--- src/rtl/lsu_byte_seq.sv ---
// Byte-serial load/store sequencer: one byte per cycle to the data memory, loads reassembled little-endian and extended.
// Response N+1 cycles after accept (1 for illegal size); req_ready low from accept through the response cycle.
module lsu_byte_seq #(
  parameter int ADDR_WIDTH = 32,
  parameter int XLEN       = 32
) (
  input  logic                  clk,
  input  logic                  rst,
  input  logic                  req_valid,
  input  logic                  req_we,
  input  logic [1:0]            req_size,
  input  logic                  req_unsigned,
  input  logic [ADDR_WIDTH-1:0] req_addr,
  input  logic [XLEN-1:0]       req_wdata,
  output logic                  req_ready,
  output logic                  resp_valid,
  output logic                  resp_err,
  output logic [XLEN-1:0]       resp_rdata,
  output logic [ADDR_WIDTH-1:0] mem_A,
  output logic [XLEN-1:0]       mem_WD,
  output logic                  mem_WE,
  input  logic [XLEN-1:0]       mem_RD
);

  typedef enum logic [1:0] {
    IDLE   = 2'd0,
    ACCESS = 2'd1,
    DONE   = 2'd2
  } state_t;

  state_t                state_q, state_d;
  logic [1:0]            k_q, k_d;
  logic [ADDR_WIDTH-1:0] addr_q, addr_d;
  logic [XLEN-1:0]       wdata_q, wdata_d;
  logic                  we_q, we_d;
  logic [1:0]            size_q, size_d;
  logic                  uns_q, uns_d;
  logic [XLEN-1:0]       asm_q, asm_d;
  logic                  resp_valid_q, resp_valid_d;
  logic                  resp_err_q, resp_err_d;
  logic [XLEN-1:0]       resp_rdata_q, resp_rdata_d;

  logic [1:0]            last_k;
  logic [XLEN-1:0]       asm_upd;
  logic                  unused_rd;

  // Only the low byte of the memory read bus carries data.
  assign unused_rd = ^mem_RD[XLEN-1:8];

  function automatic logic [XLEN-1:0] extend(input logic [XLEN-1:0] data,
                                             input logic [1:0]      size,
                                             input logic            uns);
    logic [XLEN-1:0] keep;
    logic            sgn;
    case (size)
      2'b00: begin
        keep = XLEN'(8'hFF);
        sgn  = data[7];
      end
      2'b01: begin
        keep = XLEN'(16'hFFFF);
        sgn  = data[15];
      end
      default: begin
        keep = XLEN'(32'hFFFF_FFFF);
        sgn  = data[31];
      end
    endcase
    extend = (data & keep) | ({XLEN{sgn & ~uns}} & ~keep);
  endfunction

  always_comb begin
    case (size_q)
      2'b00:   last_k = 2'd0;
      2'b01:   last_k = 2'd1;
      default: last_k = 2'd3;
    endcase
  end

  // Assembly register with the byte arriving this cycle merged in, so the
  // final response can include the last byte without an extra cycle.
  always_comb begin
    asm_upd = asm_q;
    asm_upd[{k_q, 3'b000} +: 8] = mem_RD[7:0];
  end

  always_comb begin
    state_d      = state_q;
    k_d          = k_q;
    addr_d       = addr_q;
    wdata_d      = wdata_q;
    we_d         = we_q;
    size_d       = size_q;
    uns_d        = uns_q;
    asm_d        = asm_q;
    resp_valid_d = 1'b0;
    resp_err_d   = 1'b0;
    resp_rdata_d = '0;

    case (state_q)
      IDLE: begin
        if (req_valid) begin
          addr_d  = req_addr;
          wdata_d = req_wdata;
          we_d    = req_we;
          size_d  = req_size;
          uns_d   = req_unsigned;
          k_d     = 2'd0;
          asm_d   = '0;
          if (req_size == 2'b11) begin
            state_d      = DONE;
            resp_valid_d = 1'b1;
            resp_err_d   = 1'b1;
          end else begin
            state_d = ACCESS;
          end
        end
      end
      ACCESS: begin
        if (!we_q) begin
          asm_d = asm_upd;
        end
        k_d = k_q + 2'd1;
        if (k_q == last_k) begin
          state_d      = DONE;
          k_d          = 2'd0;
          resp_valid_d = 1'b1;
          resp_rdata_d = we_q ? '0 : extend(asm_upd, size_q, uns_q);
        end
      end
      DONE: begin
        state_d = IDLE;
      end
      default: begin
        state_d = IDLE;
      end
    endcase
  end

  always_ff @(posedge clk or posedge rst) begin
    if (rst) begin
      state_q      <= IDLE;
      k_q          <= 2'd0;
      addr_q       <= '0;
      wdata_q      <= '0;
      we_q         <= 1'b0;
      size_q       <= 2'b00;
      uns_q        <= 1'b0;
      asm_q        <= '0;
      resp_valid_q <= 1'b0;
      resp_err_q   <= 1'b0;
      resp_rdata_q <= '0;
    end else begin
      state_q      <= state_d;
      k_q          <= k_d;
      addr_q       <= addr_d;
      wdata_q      <= wdata_d;
      we_q         <= we_d;
      size_q       <= size_d;
      uns_q        <= uns_d;
      asm_q        <= asm_d;
      resp_valid_q <= resp_valid_d;
      resp_err_q   <= resp_err_d;
      resp_rdata_q <= resp_rdata_d;
    end
  end

  // Ready is masked by reset so the pipeline sees a stall while held in reset.
  assign req_ready  = (state_q == IDLE) && !rst;
  assign resp_valid = resp_valid_q;
  assign resp_err   = resp_err_q;
  assign resp_rdata = resp_rdata_q;

  assign mem_WE = (state_q == ACCESS) && we_q;
  assign mem_A  = (state_q == ACCESS) ? (addr_q + ADDR_WIDTH'(k_q)) : '0;
  assign mem_WD = ((state_q == ACCESS) && we_q) ? XLEN'(wdata_q[{k_q, 3'b000} +: 8]) : '0;

endmodule

--- config.mk ---
export PLATFORM = sky130hd
export DESIGN_NAME = lsu_byte_seq
export DESIGN_NICKNAME = d
export VERILOG_FILES = /design/src/rtl/lsu_byte_seq.sv
export SDC_FILE = /design/constraint.sdc
export NUM_CORES = 1
export LEC_CHECK = 0
export ABC_AREA = 1
export ABC_CLOCK_PERIOD_IN_PS = 5700
export CAP_MARGIN = 40
export CORE_MARGIN = 3
export CORE_UTILIZATION = 30
export DETAILED_ROUTE_END_ITERATION = 7
export MAX_ROUTING_LAYER = met4
export SYNTH_ARGS = -nofsm -noshare
export SYNTH_HDL_FRONTEND = slang
export SYNTH_SLANG_ARGS = --single-unit
export TNS_END_PERCENT = 20
--- constraint.sdc ---
create_clock -name clk -period 5.7 [get_ports clk]
set_input_delay 0.57 -clock clk [delete_from_list [all_inputs] [get_ports clk]]
set_output_delay 0.57 -clock clk [all_outputs]
set_load 0.1 [all_outputs]
### After elaboration in Yosys (flattened, before gate mapping)

Index checks and enable logic that the tools add are counted.

| storage, ports and cells | value |
|---|---|
| register bits after elaboration | 138 |
| input port bits | 103 |
| logic and storage cells | 68 |

| operators by class | value |
|---|---|
| $add $sub $neg | 3 |
| eq/ne operators | 7 |
| shifts and indexed selects | 3 |
| mux-type cells | 28 |
| bitwise logic cells | 6 |
| reduce and logical (&&, ||, !) cells | 10 |

Operator list:

| cell | count |
|---|---|
| $mux W32 | 8 |
| $pmux W32 S2 | 2 |
| $and A32 B32 Y32 | 2 |
| $add A32 B2 Y32 | 1 |
| $bwmux W32 | 1 |
| $not A32 Y32 | 1 |
| $or A32 B32 Y32 | 1 |
| $shift A8 B7 Y32 const A | 1 |
| $shiftx A32 B6 Y8 | 1 |
| $shiftx A8 B7 Y32 | 1 |
| $pmux W2 S2 | 3 |
| $mux W2 | 5 |
| $mux W8 | 1 |
| $neg A5 Y7 | 1 |
| $mux W1 | 6 |
| $ne A2 B2 Y1 const B | 3 |
| $reduce_and A2 Y1 | 3 |
| $eq A2 B1 Y1 const B | 2 |
| $logic_not A2 Y1 | 2 |
| $pmux W1 S2 | 2 |
| $reduce_and A3 Y1 | 1 |
| $add A2 B1 Y2 const B | 1 |
| $eq A2 B2 Y1 | 1 |
| $eq A2 B2 Y1 const B | 1 |
| 5 further kinds | 6 |

### Depth between registers and ports, before layout

Gate-level depths: netlist of the first run.

| depth | value |
|---|---|
| depth after elaboration | 12 |
| depth in mapped cells | 14 |
| depth with buffers taken out | 11 |

### Worst setup path after synthesis of the first run

OpenSTA, ideal clock, no wires.

| timing path | value |
|---|---|
| path kind | register -> output |
| from | register state_q[1] |
| to | output mem_WD[0] |
| arrival | 3.909 ns |
| required time | 5.130 ns |
| slack | 1.221 ns |
| cell stages (with the launch flop) | 6 |
| path buffers | 0 |
| cell sequence | dfrtp_1 > nor2_2 > inv_2 > nor2_1 > inv_1 > a21oi_1 |

| between the ends | value |
|---|---|
| cells in the longest elaborated chain, start to end | 3 |

Ends and longest elaborated chain:

| element | line | text |
|---|---|---|
| start: declaration | 31 | `state_t state_q, state_d;` |
| start signal: assignment | 154 | `state_q <= state_d;` |
| $eq A2 B1 Y1 | - |  |
| $logic_and A1 B1 Y1 | - |  |
| via mem_WE | 21 | `output logic mem_WE,` |
| $mux W8 | 176 | `assign mem_WD = ((state_q == ACCESS) && we_q) ? XLEN'(wdata_q[{k_q, 3'b000} +: 8]) : '0;` |
| end: declaration | 20 | `output logic [XLEN-1:0] mem_WD,` |

The timed path passes the listed nets, and every way through them passes these cells.

### Final worst setup path of the first run

| timing path | value |
|---|---|
| from | register k_q[1] |
| to | output mem_A[31] |

| between the ends | value |
|---|---|
| cells in the longest elaborated chain, start to end | 2 |

Ends and longest elaborated chain:

| element | line | text |
|---|---|---|
| start: declaration | 32 | `logic [1:0] k_q, k_d;` |
| start signal: assignment | 155 | `k_q <= k_d;` |
| $add A32 B2 Y32 | 175 | `assign mem_A = (state_q == ACCESS) ? (addr_q + ADDR_WIDTH'(k_q)) : '0;` |
| $mux W32 | 175 |  |
| end: declaration | 19 | `output logic [ADDR_WIDTH-1:0] mem_A,` |

No other way between the ends.

==> reports/qor.txt, run 1 <==
Final worst-path cycle share: 0.6935
Post-Route Skew: 0.008820 ns
RD Place Congestion: 0.8775
Minimum clock period: 3.953 ns
CP most frequent cell: nand2_1
Fmax: 253.0 MHz
Top-area cell type share of the netlist area: 0.4788
Crit Path Max Fanout: 14
Hold Buf Count CTS: 0
Yosys warning count: 0
Unique masters post-synth: 33
Kind of critical path: flop to output pin
Die Wd: 161.0 microns
Worst r2r dst: resp_rdata[31]
Avg Cell Area, Syn: 7.560 sq um
Global route total overflow: 0
Post-CTS setup buffers: 0
Largest net degree at the start of global routing: 91
Final setup viols: 0
Worst path max stage delay: 0.63 ns
Syn Std Cell Area: 0.007212 sq mm
Critical path buffer and inverter count: 2
Crit path max-delay cell type: dfrtp_1
Slew at the pin closest to its max-slew limit: 0.7961 ns
CTS tree: done
Nets: 1280
Antenna violations before repair: 1
CTS buffer count: 17
Register area share after synthesis: 0.4788
Reg clk slew, reported paths: 0.06 ns
Final slew viol count: 0
H-tree levels: 4
Reg2reg start: k_q[0]
Total GRT Usage: 0.1770
Dpl hpwl: 16.10 mm
Worst vdd ir: 492.4 uV
Crit-path cells: ha_1 > nand2_1 > a21boi_1 > nand2_1 > nor2_1 > nand2_1 > nand2_1 > nand2_1 > nor2_1 > clkdlybuf4s50_1 > buf_8
Unrepaired setup endpoints after global routing: false
Row cnt: 56
Critical path launch point: k_q[1]
Fin. Hold Viols: 0
Final worst slack: 1.747 ns
Post-CTS sizing: 0
Slew margin rel.: 0.4693
Post-detailed-route count of antenna-violating nets: 0
First-pass GRT wire length: 35.56 mm
Total of max-cap violations: 0
Core ar.: 0.02354 sq mm
Skew-Pair Late Insertion Delay: 0.43 ns
Worst Setup Start Kind: flop
Yosys top cell by area: dfrtp_1
Initial core utilization: 0.3063
Crit path max-delay family: simple AND/OR/NAND/NOR gates
First drt pass iteration count: 5
Setup TNS: 0 ns
Routed WL per cell: 14.58 microns
Iteration-0 DRC Markers: 374
Remaining DRCs: 0
Wirelength, routed: 21.89 mm
Lkg Pwr: 4.849 nW
Worst slack at placement: 2.207 ns
#FFs+latches synth: 138
IO Count: 203
Vias in the first global route: 6801
Sink Count: 138
Hold wc startpoint: wdata_q[14]
Worst r2r path cells: 10
Via Count: 6806
CP arrival: 3.38 ns
Vias per Instance: 4.531
Crit path to: mem_A[31]
Clk root buf: clkbuf_16
Mapped Cells: 954
Stages on worst setup path: 11
Port bufs: 154
Area Overhead vs Synth: 48.91%
Die Y-Extent: 161.0 microns
PwrDens: 552.5 mW/mm^2
Synth top area cells: dfrtp_1 (48%), nand2_1 (14%), nor2_1 (8.0%)
Share of cells above drive strength 1: 0.1252
Reg2Reg Setup Slack: 2.98 ns
Critical path endpoint category: output pin
Worst hold path class: flop to flop
Layout Utilization: 0.4562
Die area: 0.02594 sq mm
Status: completed
Req. time, crit path: 5.13 ns
CTS max path bufs: 2
-- state kept, by name, summed over array words and instances (netlist names), 2 cells and up --
signal and count:
size_q 2, addr_q 32, state_q 2, k_q 2, asm_q 32, resp_rdata 32
wdata_q 32
-- cells by family after synthesis --
group,count (synthesis),synth area share
AND/OR/NAND/NOR,515,0.2998
buffers and inverters,143,0.09073
AO/OA/AOI/OAI,142,0.1067
flip-flops,138,0.4788
adder cells (fa/ha/maj),8,0.01492
XOR/XNOR,7,0.008501
other,1,0.0005200
-- cells in the final DEF, fill, tap and decap left out, types with 6 or more instances in the layout --
master and instances:
xor2_1 6, a31oi_1 8, o22ai_1 15, nand2_2 6
nand3_1 39, clkbuf_16 17, a22oi_1 7, nand2_1 276
o21ai_0 79, inv_2 8, inv_1 71, clkdlybuf4s50_1 154
ha_1 7, nor2_1 154, a21oi_1 24, dfrtp_1 138
nor2_4 13, conb_1 24, buf_16 8, buf_8 68
buf_4 6, and2_1 12
-- report_power, final --
group          switching, mW  total [mW]  internal, mW
Combinational           2.27        3.35          1.08
Sequential             0.246        1.52          1.27
Clock                  0.462        1.06         0.597
Total                   2.98        5.93          2.95
-- synth_stat cells --
cell type / instances
or2_2: 1
ha_1: 7
nor2_2: 4
o21ai_0: 79
nor3_1: 5
nand4_1: 3
conb_1: 1
xor2_1: 6
o22ai_1: 15
nor2_1: 154
xnor2_1: 1
inv_1: 73
nand2_1: 277
nand3_2: 1
o21ai_1: 4
a211oi_1: 4
a31oi_1: 8
dfrtp_1: 138
buf_8: 1
clkbuf_1: 21
nand2_4: 1
a21oi_1: 24
a21boi_1: 1
buf_1: 4
and2_1: 12
a22oi_1: 7
nand3_1: 39
nor2_4: 13
buf_4: 24
inv_2: 7
fa_1: 1
nand2_2: 5
buf_2: 13
-- metal layers --
metal	track usage	vias up	share of wire
met5	-	-	0
met4	0.05984	0	0.025
met3	0.03565	34	0.046
met2	0.2823	198	0.47
met1	0.2265	3183	0.45
li1	-	3391	-
-- stage by stage --
stage	hold WS [ns]	area, sq um	cells	total power [mW]
final	0.4720	10740	1502	5.934
after global routing	0.4957	10740	1502	6.281
after CTS	0.4784	10740	1501	5.994
after detailed placement	0.4604	10180	1469	4.910
after global placement	0.4568	8937	1393	4.375
after floorplan	0.4436	7298	977	3.679
-- worst min-delay path by stage --
| stage | slack [ns] | depth (start not counted) | end |
|---|---|---|---|
| floorplan | 0.44 | 2 | wdata_q[10] |
| global placement | 0.46 | 2 | wdata_q[11] |
| detailed placement | 0.46 | 2 | wdata_q[14] |
| CTS | 0.48 | 2 | wdata_q[31] |
| global route | 0.50 | 2 | wdata_q[9] |
| finish | 0.47 | 2 | wdata_q[14] |
-- worst register-to-register path, delay by kind of cell (launching register included) --
family,cells,cell delay (ns)
and+or+nand+nor,7,1.07
buffers and inverters,2,0.65
adders and majority gates,1,0.48
DFF,1,0.44
-- layout make-up --
cell class	count	area (sq um)
fillers	2333	12800
flip-flops and latches	138	3453
multi-input cells	696	3193
repair buffers	236	2828
clock buffers	21	470.5
well taps	319	399.1
inverters	80	305.3
clock inverters	11	87.58
diodes	1	2.502
Note: power is estimated with default switching activity, not from simulation.
==> inputs of run 2 (changes only) <==
Settings changed: ABC_CLOCK_PERIOD_IN_PS 5700 to 4100.
Clock period 5.7 ns to 4.1 ns, I/O delays scaled along.
==> run 2 against run 1 <==
Effect of this change: clock power increased by 45%; clock-buffer cell count decreased by 2; largest power group unchanged; register-to-register slack got worse by 1.6 ns; first-iteration DRC count decreased by 5.1%; critical path depth decreased by 1; via count decreased by 3.2%; largest cell class unchanged; global-route usage decreased by 0.46 points; utilization decreased by 3.2 points.
==> reports/qor.txt, run 2 (same netlist as run 1, synthesis figures left out) <==
Status: completed
Critical path buffer and inverter count: 2 (unchanged)
Final slew viol count: 0 (unchanged)
Clock network fraction of total power: 0.199 (+0.021)
H-tree levels: 4 (unchanged)
Row cnt: 56 (unchanged)
Total GRT Usage: 0.1724 (-0.004570)
PwrDens: 776.3 mW/mm^2 (+41%)
Total of max-cap violations: 0 (unchanged)
N_diodes: 0 (-1)
Core ar.: 0.02354 sq mm (unchanged)
Seq pwr share: 0.272 (+0.016)
Worst path max stage delay: 0.75 ns (+0.12 ns)
Final worst-path cycle share: 0.7916
First drt pass iteration count: 6 (+1)
Hold Buf Count CTS: 0 (unchanged)
Lkg Pwr: 4.616 nW (-4.8%)
CTS tree: done
Clk root buf: clkbuf_16
Vias in the first global route: 6650 (-2.2%)
Slew margin rel.: 0.4328 (-0.03651)
Skew-Pair Late Insertion Delay: 0.42 ns (about the same)
Req. time, crit path: 3.69 ns (-1.44 ns)
CTS max path bufs: 2 (unchanged)
Die Y-Extent: 161.0 microns (unchanged)
Vias per Instance: 4.510 (-0.46%)
Final setup viols: 0 (unchanged)
Worst slack at placement: 1.251 ns (-0.9561 ns)
Placed Instance Area: 0.009397 sq mm (-7.7%)
Power share of the combinational group: 0.529 (-0.036)
Worst r2r path cells: 10 (unchanged)
CTS buffer count: 17 (unchanged)
Crit path max-delay family: simple AND/OR/NAND/NOR gates
Worst vdd ir: 719.5 uV (+46%)
Minimum clock period: 3.245 ns
Sink Count: 138 (unchanged)
Routed WL per cell: 14.68 microns (+0.72%)
Remaining DRCs: 0 (unchanged)
Switch share: 0.5201 (+0.01748)
Largest net degree at the start of global routing: 120 (+32%)
Via Count: 6585 (-3.2%)
Worst Setup Start Kind: flop
Critical path endpoint category: output pin
CP arrival: 2.84 ns (-0.54 ns)
Wirelength, routed: 21.43 mm (-2.1%)
Post-Route Skew: 0.01392 ns (+0.005096 ns)
Final std cells w/o fill: 1460 (-2.8%)
Post-CTS setup buffers: 0 (unchanged)
Final worst slack: 0.8546 ns (-0.8927 ns)
Most frequent cells in the layout: nand2_1 (276), nor2_1 (154), dfrtp_1 (138)
Initial core utilization: 0.3063 (unchanged)
Global route total overflow: 0 (unchanged)
Kind of critical path: flop to output pin
Unrepaired setup endpoints after global routing: false
Pint: 3.718 mW (+26%)
Stages on worst setup path: 10 (-1)
Crit path max-delay cell type: dfrtp_1
Nets: 1239 (-3.2%)
Fmax: 308.1 MHz
Design area: 0.009981 sq mm (-7.1%)
Share of cells above drive strength 1: 0.1297 (+0.004499)
Die Wd: 161.0 microns (unchanged)
Antenna violations before repair: 0 (-1)
Reg clk slew, reported paths: 0.06 ns (about the same)
Die area: 0.02594 sq mm (unchanged)
Crit-path cells: fa_1 > nand2_1 > nor2_2 > nand2_1 > nor2_2 > inv_2 > nor2_1 > nor2_1 > nor2_1 > buf_4
Post-detailed-route count of antenna-violating nets: 0 (unchanged)
Dpl hpwl: 15.44 mm (-4.1%)
Fin. Hold Viols: 0 (unchanged)
Iteration-0 DRC Markers: 355 (-5.1%)
Slew at the pin closest to its max-slew limit: 0.8509 ns (+0.05476 ns)
Dpl cells: 1428 (-2.8%)
Crit Path Max Fanout: 14 (unchanged)
Commonest non-fill, non-tap cell in the layout: nand2_1
RD Place Congestion: 0.8793 (+0.21%)
Post-CTS sizing: 0 (unchanged)
First-pass GRT wire length: 34.75 mm (-2.3%)
Port bufs: 154 (unchanged)
Worst hold path class: input port to async pin
Switching power: 4.030 mW (+35%)
CP most frequent cell: nor2_1
IO Count: 203 (unchanged)
Area Overhead vs Synth: 38.39%
[run 2: changes by cell type in the layout (fill, tap and decap cells not counted), sizes merged]
cell / previous run / this run
clkinv: 4 / 6
inv: 84 / 82
clkbuf: 21 / 19
bufinv: 0 / 2
diode: 1 / 0
clkdlybuf4s50: 154 / 113
[run 2: area by class of cell]
class                      count  area, sq um
fill                        2408        13560
multi-input combinational    696         3193
tap                          319        399.1
clock inverter                13        141.4
timing repair buffer         195         2047
sequential                   138         3453
inverter                      80        304.0
clock buffer                  19        442.9
[run 2: final timing paths]
path	endpoint	slack [ns]	startpoint
worst min-delay path	addr_q[19]	0.41	rst
min in group clk	wdata_q[31]	0.47	wdata_q[31]
worst min register to register	wdata_q[31]	0.47	wdata_q[31]
worst max register to register	resp_rdata[31]	1.37	k_q[0]
max in group asynchronous	resp_rdata[31]	2.71	rst
worst max-delay path	mem_A[18]	0.85	k_q[1]
[run 2: stage by stage]
| stage | hold slack (ns) | power (mW) | util | TNS [ns] |
|---|---|---|---|---|
| finish | 0.4084 | 7.748 | 0.4239 | 0 |
| global route | 0.4479 | 8.238 | 0.4239 | 0 |
| global placement | 0.4591 | 6.055 | 0.3757 | 0 |
| floorplan | 0.4436 | 5.115 | - | -1.756 |
| detailed placement | 0.4605 | 6.258 | 0.3991 | 0 |
| CTS | 0.4075 | 7.826 | 0.4239 | 0 |
[run 2: worst reg2reg max path: cells and delay by family, from the launching register on]
family / cells / cell delay (ns)
simple gates: 7 / 1.10
buf+inv: 2 / 0.68
fa+ha+maj: 1 / 0.49
flops: 1 / 0.41
[run 2: routing by layer]
metal / global-route usage / up-vias / wire length (microns)
li1: - / 3314 / -
met1: 0.2267 / 3068 / 9784
met2: 0.2719 / 173 / 10290
met3: 0.03411 / 30 / 991
met4: 0.05123 / 0 / 367
met5: - / - / 0
[run 2: power by group through the flow]
stage / sequential, mW / clock (mW) / combinational [mW]
after floorplan: 2.36 / 0 / 2.75
after detailed placement: 2.13 / 0 / 4.13
after global placement: 2.12 / 0 / 3.93
final: 2.11 / 1.54 / 4.10
after global routing: 2.17 / 1.64 / 4.43
after CTS: 2.11 / 1.58 / 4.14
==> inputs of run 3 (changes only) <==
Settings changed: ABC_CLOCK_PERIOD_IN_PS 4100 to 3400.
Clock period 4.1 ns to 3.4 ns, I/O delays scaled along.
==> run 3 against run 2 <==
Effect of this change: sequential share of layout area fell by 1.5 points; sequential power grew 20%; utilization grew 1.9 points; clock-buffer cell count down 1; via count shrank 0.67%; critical path type unchanged; critical endpoint is now mem_A[31]; largest power group unchanged.
==> reports/qor.txt, run 3 (same netlist as run 1, synthesis figures left out) <==
Post-Route Skew: 0.01234 ns (-0.001574 ns)
Dpl hpwl: 15.95 mm (+3.3%)
Total of max-cap violations: 0 (unchanged)
Final setup viols: 0 (unchanged)
First drt pass iteration count: 5 (-1)
Post-CTS sizing: 0 (unchanged)
Clock network fraction of total power: 0.190 (-0.009)
PwrDens: 933.1 mW/mm^2 (+20%)
Status: completed
Most frequent cells in the layout: nand2_1 (276), nor2_1 (153), dfrtp_1 (137)
Setup TNS: 0 ns (unchanged)
Pint: 4.786 mW (+29%)
Design area: 0.01043 sq mm (+4.5%)
Total GRT Usage: 0.1730 (+0.0005741)
Met3 GRT Util: 0.02616 (-0.007951)
Power share of the combinational group: 0.549 (+0.020)
Seq pwr share: 0.261 (-0.011)
Kind of critical path: flop to output pin
Final slew viol count: 0 (unchanged)
Placed Instance Area: 0.009849 sq mm (+4.8%)
Reg clk slew, reported paths: 0.06 ns (about the same)
Unrepaired setup endpoints after global routing: false
Switch share: 0.5081 (-0.01203)
Remaining DRCs: 0 (unchanged)
Worst r2r path cells: 11 (+1)
Die Wd: 161.0 microns (unchanged)
CTS max path bufs: 2 (unchanged)
Global route total overflow: 0 (unchanged)
Crit path max-delay cell type: dfrtp_2
Wirelength, routed: 21.29 mm (-0.67%)
Crit-path cells: ha_1 > nand2_1 > a21boi_1 > nand2_1 > nor2_1 > nand2_1 > nand2_1 > nand2_1 > nor2_1 > buf_12
GR Util met2: 0.2794 (+0.007514)
CTS buffer count: 17 (unchanged)
Commonest non-fill, non-tap cell in the layout: nand2_1
Core ar.: 0.02354 sq mm (unchanged)
Layout Utilization: 0.4429 (+0.01892)
Via Count: 6541 (-0.67%)
Lkg Pwr: 4.724 nW (+2.3%)
RD Place Congestion: 0.8724 (-0.78%)
Final worst-path cycle share: 0.8763
Iteration-0 DRC Markers: 394 (+11%)
Fin. Hold Viols: 0 (unchanged)
H-tree levels: 4 (unchanged)
Largest net degree at the start of global routing: 64 (-47%)
CTS tree: done
Crit Path Max Fanout: 14 (unchanged)
Hold Buf Count CTS: 0 (unchanged)
Req. time, crit path: 3.06 ns (-0.63 ns)
Worst slack at placement: 0.6582 ns (-0.5925 ns)
Critical path endpoint category: output pin
Slew margin rel.: 0.5394 (+0.1066)
Row cnt: 56 (unchanged)
Vias per Instance: 4.471 (-0.87%)
Die area: 0.02594 sq mm (unchanged)
Slew at the pin closest to its max-slew limit: 0.6893 ns (-0.1616 ns)
Initial core utilization: 0.3063 (unchanged)
Sink Count: 138 (unchanged)
Skew-Pair Late Insertion Delay: 0.43 ns (about the same)
Fmax: 335.6 MHz
Hold slack final: 0.3183 ns (-0.09004 ns)
Port bufs: 154 (unchanged)
Minimum clock period: 2.979 ns
Worst Setup Start Kind: flop
Die Y-Extent: 161.0 microns (unchanged)
Area Overhead vs Synth: 44.57%
Switching power: 4.943 mW (+23%)
Clk root buf: clkbuf_16
Met1 Usage GRT: 0.2235 (-0.003165)
Antenna violations before repair: 1 (+1)
Final worst slack: 0.4206 ns (-0.4340 ns)
CP most frequent cell: nand2_1
Post-detailed-route count of antenna-violating nets: 0 (unchanged)
CP arrival: 2.64 ns (-0.20 ns)
Post-CTS setup buffers: 0 (unchanged)
Worst vdd ir: 661.4 uV (-8.1%)
Worst path max stage delay: 0.54 ns (-0.21 ns)
Vias in the first global route: 6629 (-0.32%)
Worst hold path class: input port to async pin
Routed WL per cell: 14.55 microns (-0.88%)
First-pass GRT wire length: 34.51 mm (-0.68%)
IO Count: 203 (unchanged)
Share of cells above drive strength 1: 0.1409 (+0.01115)
Nets: 1242 (+0.24%)
GR peak layer: met2
==> run 3: power groups by stage <==
stage	logic, mW	registers (mW)	clock network [mW]
final	5.34	2.54	1.85
after CTS	5.40	2.54	1.88
after global placement	5.16	2.56	0
after floorplan	3.35	2.85	0
after global routing	5.76	2.62	1.96
after detailed placement	5.39	2.56	0
==> run 3: worst paths after layout <==
kind	startpoint	to	slack, ns
max	k_q[1]	mem_A[31]	0.42
min	rst	resp_valid	0.32
max reg2reg	k_q[0]	resp_rdata[31]	0.98
min reg2reg	wdata_q[11]	wdata_q[11]	0.47
max in group asynchronous	rst	wdata_q[3]	2.39
min in group clk	req_wdata[4]	wdata_q[4]	0.45
==> run 3: layout make-up <==
type	count	area, sq um
sequential	138	3455
multi-input combinational	696	3226
clock inverter	13	143.9
timing repair buffer	198	2467
clock buffer	18	429.2
fill	2373	13120
tap	319	399.1
inverter	80	304.0
antenna	1	2.502
==> run 3: routing by layer <==
layer  vias to the layer above  wire length [microns]  part of all wire
met4                         0                    373             0.018
met3                        23                    791             0.037
met5                         -                      0                 0
met1                      3029                   9731              0.46
li1                       3315                      -                 -
met2                       174                  10390              0.49
==> run 3: stage by stage <==
step	power, mW	std cells
after floorplan	6.201	977
after global placement	7.720	1396
after detailed placement	7.953	1431
after CTS	9.831	1462
after global routing	10.34	1463
final	9.729	1463
==> run 3: worst max-delay path, delay by kind of cell (launching register included) <==
family	cells	cell delay, ns
adders and majority gates	1	0.34
AOI/OAI and AO/OA	1	0.23
and+or+nand+nor	7	0.88
DFF	1	0.54
buffers and inverters	1	0.20
